$ cat src/rtl/float_argmax.sv
// Sequential argmax over N packed IEEE-754 single lanes, one lane compared per clock.
// Optional macro ARGMAX_VAL_EN adds the max_val output carrying the winning lane's bits.
module float_argmax #(
  parameter int S  = 32,
  parameter int N  = 2,
  parameter int IW = (N > 1) ? $clog2(N) : 1
) (
  input  logic           clk,
  input  logic           rst,
  input  logic           start,
  input  logic [S*N-1:0] y,
  output logic [IW-1:0]  idx,
  output logic           done
`ifdef ARGMAX_VAL_EN
  ,
  output logic [S-1:0]   max_val
`endif
);

  typedef enum logic [1:0] {
    IDLE = 2'd0,
    SCAN = 2'd1,
    HOLD = 2'd2
  } state_t;

  state_t         state;
  state_t         state_nxt;
  logic           accept;
  logic [S-1:0]   lanes [N];
  logic [S-1:0]   best;
  logic [S-1:0]   lane_cur;
  logic [IW-1:0]  cnt;
  logic           last;

  // Strict "a > b" on raw single-precision bits. A NaN a never wins; a NaN b loses
  // to any non-NaN a; +0 and -0 tie so the lower lane keeps the result.
  function automatic logic gt(input logic [S-1:0] a, input logic [S-1:0] b);
    logic a_nan;
    logic b_nan;
    a_nan = (a[30:23] == 8'hFF) && (a[22:0] != 23'd0);
    b_nan = (b[30:23] == 8'hFF) && (b[22:0] != 23'd0);
    if (a_nan)                                 return 1'b0;
    if (b_nan)                                 return 1'b1;
    if (a[30:0] == 31'd0 && b[30:0] == 31'd0)  return 1'b0;
    if (a[31] != b[31])                        return !a[31];
    if (!a[31])                                return a[30:0] > b[30:0];
    return a[30:0] < b[30:0];
  endfunction

  assign lane_cur = lanes[cnt];
  assign last     = (cnt == IW'(N - 1));

  always_comb begin
    // NOTE: every output of this block gets a default first so no path can infer a latch.
    state_nxt = state;
    accept    = 1'b0;
    case (state)
      IDLE, HOLD: begin
        if (start) begin
          accept    = 1'b1;
          state_nxt = (N == 1) ? HOLD : SCAN;
        end
      end
      SCAN:    if (last) state_nxt = HOLD;
      default: state_nxt = IDLE;
    endcase
  end

  // NOTE: sequential state uses non-blocking assignments so every register samples pre-edge values.
  always_ff @(posedge clk) begin
    if (rst) begin
      state <= IDLE;
      idx   <= '0;
      done  <= 1'b0;
      best  <= '0;
      cnt   <= '0;
      // NOTE: the lane store is deliberately cleared on reset, not left as uninitialised RAM.
      for (int i = 0; i < N; i++) lanes[i] <= '0;
    end else begin
      state <= state_nxt;
      if (accept) begin
        for (int i = 0; i < N; i++) lanes[i] <= y[S*i +: S];
        best <= y[S-1:0];
        idx  <= '0;
        cnt  <= IW'(1);
        done <= (N == 1);
      end else if (state == SCAN) begin
        if (gt(lane_cur, best)) begin
          best <= lane_cur;
          idx  <= cnt;
        end
        if (last) done <= 1'b1;
        else      cnt  <= cnt + IW'(1);
      end
    end
  end

`ifdef ARGMAX_VAL_EN
  assign max_val = best;
`endif

endmodule

$ cat config.mk
export PLATFORM = sky130hd
export DESIGN_NAME = float_argmax
export DESIGN_NICKNAME = d
export VERILOG_FILES = /design/src/rtl/float_argmax.sv
export SDC_FILE = /design/constraint.sdc
export NUM_CORES = 1
export LEC_CHECK = 0
export BUFFER_PORTS_ARGS = -buffer_cell sky130_fd_sc_hd__buf_2
export CAP_MARGIN = 5
export CORE_MARGIN = 2
export CORE_UTILIZATION = 50
export DETAILED_ROUTE_END_ITERATION = 6
export PLACE_DENSITY = 0.7
export SLEW_MARGIN = 10
export SYNTH_ARGS = -nofsm -noshare
export SYNTH_HDL_FRONTEND = slang
export SYNTH_SLANG_ARGS = --single-unit
$ cat constraint.sdc
create_clock -name clk -period 9.55 [get_ports clk]
set_clock_uncertainty 0.15 [all_clocks]
set_input_delay 0.955 -clock clk [delete_from_list [all_inputs] [get_ports clk]]
set_output_delay 0.955 -clock clk [all_outputs]
set_load 0.02 [all_outputs]
==> qor.csv, run 1 <==
stage,metric,value,unit
power_and_ir_drop,sw power,0.000316,W
min_path,worst min path class,register to register,
run,max-cap viol count,0,
layout,most frequent cells in the layout,"buf_2, edfxtp_1, inv_1",
layout,layout cells sized above 1,27.8,%
critical_path,CP max FO,26,
clock_network,# hold bufs at CTS,0,
critical_path,crit end category,register,
floorplan,die area,0.0121,mm^2
layout,# diodes,0,
power_and_ir_drop,Leakage,2.72,nW
min_path,Worst Hold End,done,
routing,wire per inst,16.8,um
power_and_ir_drop,register share of total power,48.6,%
critical_path,WP data required,9.67,ns
layout,number of fill cells,957,
sta,count of final setup violators,0,
clock_network,TritonCTS buffer count,9,
floorplan,Core ar.,0.0109,mm^2
critical_path,"Buf+Inv Stages, Crit Path",2,
sta,Slew HR,28.1,%
sta,pins over their slew limit,0,
floorplan,Die Wd,110,um
power_and_ir_drop,switch share,28.5,%
power_and_ir_drop,peak supply drop,133,uV
sta,Sum Neg Setup Slack,0,ns
routing,vias per cell,5.57,
min_path,Hold Crit Depth,2,
routing,final wirelength,12300,um
logic_synthesis,sequential area share after synthesis,47.6,%
logic_synthesis,Mapped Cells,526,
logic_synthesis,synth top area cells,"edfxtp_1, dfxtp_1, ha_1",
sta,Final min period,4.32,ns
logic_synthesis,Seq cells post-synth,102,
sta,f_max,232,MHz
power_and_ir_drop,Pint,0.000795,W
clock_network,"Setup Fix Bufs, Post-CTS",0,
critical_path,CP max-delay cell,dfxtp_1,
layout,Nets,682,
routing,initial DRC count,211,
power_and_ir_drop,Cell Pwr Density,176,mW/mm^2
clock_network,H-Tree Depth,3,
sta,worst slew pin tran,1.08,ns
logic_synthesis,"Async S/R FF share, synth",0,%
clock_network,Worst-Skew Late Latency,0.36,ns
floorplan,Rows,38,
floorplan,die height,110,um
logic_synthesis,syn nets,624,
logic_synthesis,Most used DFF post-synth,edfxtp_1,
critical_path,Crit path top cell by count,buf_4,
placement,GP Congestion,0.906,
grt,initial antenna violation count,0,
routing,Vias,4064,
grt,GRT Total Usage,21.2,%
clock_network,clock buffer depth,2,
placement,HPWL Detailed,8780,um
grt,total grt overflow,0,
logic_synthesis,top-area cell type share of the netlist area,34.1,%
critical_path,Worst R2R Path Depth,12,
clock_network,post-cts sizing count,0,
logic_synthesis,cell area after synthesis,0.00564,mm^2
clock_network,CTS root buf,clkbuf_16,
grt,first-pass GRT wire length,19600,um
logic_synthesis,cell taking the most area after synthesis,edfxtp_1,
power_and_ir_drop,Clock Power Share,31.6,%
critical_path,FF-to-FF setup slack,5.23,ns
clock_network,clk sink count,102,
critical_path,critical path arrival,4.44,ns
routing,DRT Pass-1 Iters,4,
layout,area delta synth->final,11.9,%
routing,Post-DRT Antenna Nets,0,
critical_path,type of origin of the critical path,register,
floorplan,Initial Utilization,51.5,%
sta,part of the cycle the worst path needs,45.2,%
routing,Residual DRC,0,
logic_synthesis,warnings from Yosys,0,
clock_network,CTS tree,done,
logic_synthesis,Post-synth EDFFs,64,
min_path,worst hold start,done,
critical_path,CP Class,register to register,
clock_network,"Reg clk slew, reported paths",0.07,ns
sta,Final Hold Viols,0,
grt,largest net degree at the start of global routing,65,
power_and_ir_drop,Combinational Power Share,19.8,%
sta,RSZ-0062 raised after global routing,false,
logic_synthesis,syn_area_per_cell,10.7,um^2
critical_path,CP peak stage delay,0.79,ns
run_status,status,completed,
critical_path,RR Endpoint,best[16],
power_and_ir_drop,total power,0.00111,W
layout,"commonest non-fill, non-tap cell in the layout",buf_2,
floorplan,IO Count,69,
critical_path,CP top delay family,compound AO/OA/AOI/OAI gates,
critical_path,crit-path cells,buf_4 > mux2_2 > ha_1 > nand4_1 > nor4_4 > a21o_1 > a31oi_1 > a211o_2 > a41oi_4 > nor2_2 > buf_4 > o211ai_2,
placement,I/O Buffers,68,
logic_synthesis,number of distinct library cells after synthesis,53,
grt,vias in the first global route,4014,
layer usage:
layer,GRT usage (%),up-vias,part of all wire (%),wire length [um]
li1,-,2030,-,-
met1,28.0,1892,45,5570
met2,33.4,126,47,5700
met3,6.11,16,6.0,737
met4,6.96,0,2.0,246
met5,0,-,0,0
power groups by stage:
stage | logic [W] | clock network [W] | registers [W]
finish | 0.000221 | 0.000351 | 0.000540
global route | 0.000247 | 0.000376 | 0.000544
CTS | 0.000221 | 0.000360 | 0.000539
detailed placement | 0.000220 | 0 | 0.000548
global placement | 0.000210 | 0 | 0.000547
floorplan | 0.000174 | 0 | 0.000537
metrics by stage:
| stage | utilization (%) | setup WS [ns] | std cells | hold WS [ns] | area [um^2] |
|---|---|---|---|---|---|
| after floorplan | - | 5.93 | 526 | 0.315 | 5640 |
| after global placement | 55.1 | 5.43 | 713 | 0.307 | 6020 |
| after detailed placement | 55.1 | 5.25 | 713 | 0.309 | 6020 |
| after CTS | 57.7 | 5.23 | 729 | 0.327 | 6310 |
| after global routing | 57.7 | 4.95 | 729 | 0.358 | 6310 |
| final | 57.7 | 5.23 | 729 | 0.322 | 6310 |
final cells by class:
class	instances	area (um^2)	share of cell area (%)
tap	140	175	2.78
clock inverter	5	32.5	0.516
clock buffer	11	253	4.01
inverter	55	209	3.31
sequential	102	2680	42.5
multi-input combinational	343	2580	40.9
timing repair buffer	73	378	5.99
synth_stat cells, types with 2 or more instances:
cell and instances:
o21bai_1 13, nand4_1 31, clkbuf_1 11, mux2_2 27, edfxtp_1 64, buf_1 2
a31oi_1 2, nand2_1 47, buf_2 3, nand2b_1 2, o211ai_2 20, mux2i_1 3
nor2_1 15, mux2_4 2, buf_6 10, nand3_1 5, a211oi_1 2, a21o_1 2
nor4_1 15, o21ai_1 8, nor2b_1 2, ha_1 31, or3_1 2, and2_1 44
a21oi_1 21, o21ai_0 5, a21oi_2 11, dfxtp_1 38, or4_1 2, nor3_1 7
inv_1 54, o31ai_1 4
state kept, by name, summed over array words and instances, names as in the netlist, named ones only:
register,flops
lanes,64
best,32
state,2
cnt,1
done,1
idx,1
worst register-to-register path, cell delays in order, from the launching register on:
cell      delay (ns)
dfxtp_1         0.79
buf_4           0.45
mux2_2          0.40
ha_1            0.32
nand4_1         0.22
nor4_4          0.33
a21o_1          0.15
a31oi_1         0.04
a211o_2         0.36
a41oi_4         0.52
nor2_2          0.05
buf_4           0.26
o211ai_2        0.21
worst max path at each step:
| stage | start | end | slack (ns) | cells after the start |
|---|---|---|---|---|
| floorplan | register | idx | 5.93 | 14 |
| finish | register | best[16] | 5.23 | 12 |
| CTS | register | best[16] | 5.23 | 12 |
| detailed placement | register | best[10] | 5.25 | 12 |
| global placement | register | best[18] | 5.43 | 11 |
| global route | register | best[14] | 4.95 | 12 |
logic make-up (layout without fill, tap and decap cells):
| family | after synthesis | after routing | synth area share, % |
|---|---|---|---|
| flip-flops | 102 | 102 | 47.6 |
| multiplexers | 32 | 32 | 6.46 |
| adder cells (fa/ha/maj) | 31 | 31 | 6.88 |
| AO/OA/AOI/OAI | 99 | 99 | 14.3 |
| AND/OR/NAND/NOR | 181 | 181 | 18.0 |
| buffers and inverters | 81 | 144 | 6.84 |
Note: power is estimated with default switching activity, not from simulation.
==> inputs of run 2 (changes only) <==
==> constraint.sdc (replaced) <==
create_clock -name clk -period 4.3 [get_ports clk]
set_clock_uncertainty 0.15 [all_clocks]
set_input_delay 0.43 -clock clk [delete_from_list [all_inputs] [get_ports clk]]
set_output_delay 0.43 -clock clk [all_outputs]
set_load 0.02 [all_outputs]
==> run 2 against run 1 <==
  * Hold slack got worse by 0.16 ns
  * Clock power rose by 120%
  * Register-to-register slack got worse by 4.7 ns
  * Critical path depth did not move
  * Total power rose by 120%
  * Final cell count rose by 0.27%
  * Critical path type unchanged
  * Highest routed layer unchanged
  * Sequential cell count did not move
==> qor.csv, run 2 (synthesis results as in run 1) <==
stage,metric,value,unit
power_and_ir_drop,Cell Pwr Density,391,mW/mm^2
floorplan,Die Wd,110,um
power_and_ir_drop,total power,0.00247,W
layout,# diodes,0,
power_and_ir_drop,Leakage,2.72,nW
power_and_ir_drop,sw power,0.000701,W
sta,RSZ-0062 raised after global routing,false,
clock_network,"Reg clk slew, reported paths",0.07,ns
layout,"commonest non-fill, non-tap cell in the layout",buf_2,
critical_path,CP Class,register to register,
run,max-cap viol count,0,
critical_path,CP max-delay cell,nor2_2,
power_and_ir_drop,register share of total power,48.4,%
floorplan,Initial Utilization,51.5,%
routing,Vias,4105,
critical_path,WP data required,4.38,ns
critical_path,crit-path cells,buf_4 > mux2_2 > ha_1 > nand4_1 > nor4_4 > o311ai_1 > o211ai_1 > a211o_2 > a41oi_4 > nor2_2 > buf_4 > o211ai_2,
sta,f_max,267,MHz
critical_path,Crit path top cell by count,buf_4,
clock_network,# hold bufs at CTS,0,
routing,Post-DRT Antenna Nets,0,
clock_network,clk sink count,102,
layout,Nets,684,
floorplan,Rows,38,
layout,Biggest register,lanes,
placement,GP Congestion,0.872,
routing,wire per inst,16.9,um
sta,Sum Neg Setup Slack,0,ns
routing,Residual DRC,0,
clock_network,clock buffer depth,2,
grt,total grt overflow,0,
sta,part of the cycle the worst path needs,87.1,%
placement,HPWL Detailed,8840,um
floorplan,IO Count,69,
grt,largest net degree at the start of global routing,65,
routing,DRT Pass-1 Iters,4,
sta,count of final setup violators,0,
grt,GRT Total Usage,21.3,%
power_and_ir_drop,switch share,28.4,%
floorplan,Core ar.,0.0109,mm^2
critical_path,critical path arrival,3.82,ns
floorplan,die height,110,um
power_and_ir_drop,peak supply drop,297,uV
clock_network,Worst-Skew Late Latency,0.35,ns
routing,vias per cell,5.62,
grt,initial antenna violation count,0,
routing,initial DRC count,286,
layout,max reg flops,64,
critical_path,CP max FO,21,
layout,layout cells sized above 1,27.7,%
layout,number of fill cells,952,
sta,Slew HR,26.6,%
clock_network,H-Tree Depth,3,
routing,final wirelength,12300,um
layout,area delta synth->final,12.1,%
sta,worst slew pin tran,1.10,ns
power_and_ir_drop,Pint,0.00177,W
sta,Final min period,3.74,ns
layout,Regs by FF count,"lanes (64), best (32), state (2)",
power_and_ir_drop,Combinational Power Share,20.1,%
sta,Final Hold Viols,0,
clock_network,TritonCTS buffer count,9,
placement,I/O Buffers,68,
layout,most frequent cells in the layout,"buf_2, edfxtp_1, inv_1",
min_path,worst min path class,input port to register,
power_and_ir_drop,Clock Power Share,31.6,%
critical_path,CP peak stage delay,0.47,ns
run_status,status,completed,
sta,pins over their slew limit,0,
clock_network,CTS tree,done,
clock_network,"Setup Fix Bufs, Post-CTS",0,
floorplan,die area,0.0121,mm^2
critical_path,type of origin of the critical path,register,
clock_network,CTS root buf,clkbuf_16,
clock_network,post-cts sizing count,0,
grt,vias in the first global route,3969,
grt,first-pass GRT wire length,19800,um
critical_path,crit end category,register,
## run 2: worst paths after layout
check	start	to	slack [ns]	cells past startpoint
worst max-delay path	register	best[1]	0.56	12
worst min-delay path	y[8]	best[8]	0.16	3
worst max register to register	register	best[1]	0.56	12
worst min register to register	done	done	0.33	2
## run 2: per-stage QoR
stage               util [%]  worst slack [ns]  instances  instance area (um^2)  hold WS, ns
floorplan                  -             0.683        526                  5640        0.315
global placement        55.2             0.686        715                  6040        0.301
detailed placement      55.2             0.595        715                  6040        0.311
CTS                     57.8             0.570        731                  6320        0.155
global route            57.8             0.312        731                  6320        0.169
finish                  57.8             0.555        731                  6320        0.163
## run 2: area by class of cell
cell class / count / area (um^2) / area share, %
Sequential cell: 102 / 2680 / 42.5
Multi-Input combinational cell: 343 / 2580 / 40.8
Timing Repair Buffer: 75 / 393 / 6.22
Clock buffer: 13 / 260 / 4.12
Inverter: 55 / 209 / 3.31
Tap cell: 140 / 175 / 2.77
Clock inverter: 3 / 20.0 / 0.317
## run 2: critical path: cells and delay by family, from the launching register on
kind,cells,cell delay [ns]
buffers and inverters,2,0.65
AOI/OAI and AO/OA,5,0.75
adders and majority gates,1,0.32
muxes,1,0.40
DFF,1,0.33
and+or+nand+nor,3,1.02
## run 2: metal layers
metal / wire, um / global-route usage (%) / up-vias
met3: 651 / 5.35 / 11
li1: - / - / 2026
met1: 5720 / 28.9 / 1967
met4: 146 / 5.54 / 0
met5: 0 / 0 / -
met2: 5810 / 34.3 / 101
## run 2: power groups by stage
stage | combinational, W | sequential (W) | clock [W]
floorplan | 0.000386 | 0.00119 | 0
detailed placement | 0.000494 | 0.00121 | 0
global route | 0.000553 | 0.00120 | 0.000827
CTS | 0.000497 | 0.00119 | 0.000790
global placement | 0.000477 | 0.00121 | 0
finish | 0.000495 | 0.00119 | 0.000780
==> inputs of run 3 (changes only) <==
--- a/config.mk
+++ b/config.mk
@@ -11,6 +11,7 @@
 export CORE_UTILIZATION = 50
 export DETAILED_ROUTE_END_ITERATION = 6
 export PLACE_DENSITY = 0.7
+export REMOVE_ABC_BUFFERS = 1
 export SLEW_MARGIN = 10
 export SYNTH_ARGS = -nofsm -noshare
 export SYNTH_HDL_FRONTEND = slang
==> run 3 against run 2 <==
  * Die area unchanged
  * Critical path type unchanged
  * Fmax decreased by 5.1%
  * First-iteration DRC count decreased by 47%
  * Critical path depth unchanged
  * Wire length decreased by 2.0%
  * Hold slack got worse by 0.018 ns
  * Sequential cell count unchanged
  * Clock power increased by 7.1%
  * Combinational power increased by 2%
  * Total power increased by 2.5%
==> qor.csv, run 3 (synthesis results as in run 1) <==
stage,metric,value,unit
sta,Final min period,3.95,ns
min_path,worst min path class,input port to register,
layout,Nets,683,
routing,initial DRC count,151,
clock_network,CTS root buf,clkbuf_16,
floorplan,IO Count,69,
placement,HPWL Detailed,8520,um
run,max-cap viol count,0,
critical_path,FF-to-FF setup slack,0.35,ns
placement,dpl ws,0.358,ns
clock_network,clock buffer depth,2,
grt,initial antenna violation count,0,
power_and_ir_drop,peak supply drop,441,uV
critical_path,critical path arrival,4.04,ns
routing,Post-DRT Antenna Nets,0,
layout,# diodes,0,
sta,RSZ-0062 raised after global routing,false,
grt,GRT Total Usage,21.4,%
sta,Slew HR,29.4,%
power_and_ir_drop,Leakage,2.73,nW
critical_path,CP max FO,42,
clock_network,# hold bufs at CTS,0,
clock_network,post-cts sizing count,0,
sta,worst slew pin tran,1.06,ns
grt,largest net degree at the start of global routing,65,
critical_path,WP data required,4.39,ns
sta,Final Hold Viols,0,
power_and_ir_drop,Cell Pwr Density,399,mW/mm^2
layout,footprint of the multi-input gates,0.00258,mm^2
placement,I/O Buffers,68,
layout,max reg flops,64,
layout,most frequent cells in the layout,"buf_2, edfxtp_1, inv_1",
placement,cell count after placement,714,
placement,GP Congestion,0.912,
clock_network,H-Tree Depth,3,
clock_network,TritonCTS buffer count,9,
clock_network,"Setup Fix Bufs, Post-CTS",0,
layout,area occupied by registers,0.00268,mm^2
layout,"Cell Count, Final, Fillers Out",730,
floorplan,die area,0.0121,mm^2
clock_network,CTS tree,done,
critical_path,CP Class,register to register,
floorplan,Initial Utilization,51.5,%
layout,number of fill cells,930,
layout,area delta synth->final,12.7,%
routing,Vias,4049,
critical_path,crit end category,register,
run_status,status,completed,
sta,part of the cycle the worst path needs,91.8,%
floorplan,die height,110,um
layout,Biggest register,lanes,
floorplan,Rows,38,
layout,"commonest non-fill, non-tap cell in the layout",buf_2,
sta,Worst Slack Setup Final,0.352,ns
critical_path,type of origin of the critical path,register,
routing,wire per inst,16.5,um
grt,first-pass GRT wire length,19700,um
routing,Residual DRC,0,
grt,vias in the first global route,4099,
floorplan,Core ar.,0.0109,mm^2
sta,pins over their slew limit,0,
routing,DRT Pass-1 Iters,4,
sta,count of final setup violators,0,
floorplan,Die Wd,110,um
sta,f_max,253,MHz
routing,vias per cell,5.55,
clock_network,clk sink count,102,
layout,layout cells sized above 1,28.0,%
routing,final wirelength,12100,um
clock_network,"Reg clk slew, reported paths",0.07,ns
grt,total grt overflow,0,
clock_network,Worst-Skew Late Latency,0.36,ns
layout,Regs by FF count,"lanes (64), best (32), state (2)",
run 3: through the flow:
| step | util [%] | TNS (ns) | hold WS (ns) | area, um^2 | power (W) |
|---|---|---|---|---|---|
| 2_1_floorplan | - | -17.70 | 0.315 | 5460 | 0.00155 |
| 3_3_place_gp | 55.3 | 0 | 0.302 | 6040 | 0.00169 |
| 3_5_place_dp | 55.3 | 0 | 0.323 | 6040 | 0.00171 |
| 4_1_cts | 58.1 | 0 | 0.143 | 6350 | 0.00254 |
| 5_1_grt | 58.1 | 0 | 0.156 | 6350 | 0.00265 |
| 6_report | 58.1 | 0 | 0.145 | 6350 | 0.00253 |
run 3: critical path: stages (launching register included):
cell and delay [ns]:
dfxtp_1 0.36, buf_12 0.25, mux2_2 0.38, ha_1 0.29, a211oi_1 0.27, nor2_1 0.08
o311ai_1 0.26, o211ai_1 0.17, o21bai_1 0.31, a41oi_4 0.16, nor2_2 0.70, buf_4 0.33
o211ai_2 0.10
run 3: layer usage:
metal,up-vias,global-route usage (%),wire [um]
li1,2021,-,-
met2,88,36.2,5820
met5,-,0,0
met4,0,7.50,206
met1,1921,26.9,5550
met3,19,5.00,499
run 3: final timing paths:
path,startpoint,endpoint,cells past startpoint
hold / removal,y[7],best[7],3
hold reg to reg,done,done,2
setup / recovery,register,best[21],12
setup reg to reg,register,best[21],12
run 3: cell type report:
type / instances / share of cell area, %
Multi-Input combinational cell: 343 / 40.6
Clock inverter: 7 / 1.28
Tap cell: 140 / 2.76
Inverter: 55 / 3.29
Clock buffer: 9 / 3.55
Sequential cell: 102 / 42.3
Timing Repair Buffer: 74 / 6.27
run 3: power breakdown:
part	switching [W]	total, W	leakage, nW	internal [W]
Sequential	0.0000618	0.00119	1.01	0.00113
Clock	0.000377	0.000835	0.147	0.000458
Combinational	0.000288	0.000503	1.58	0.000214
Total	0.000727	0.00253	2.73	0.00180
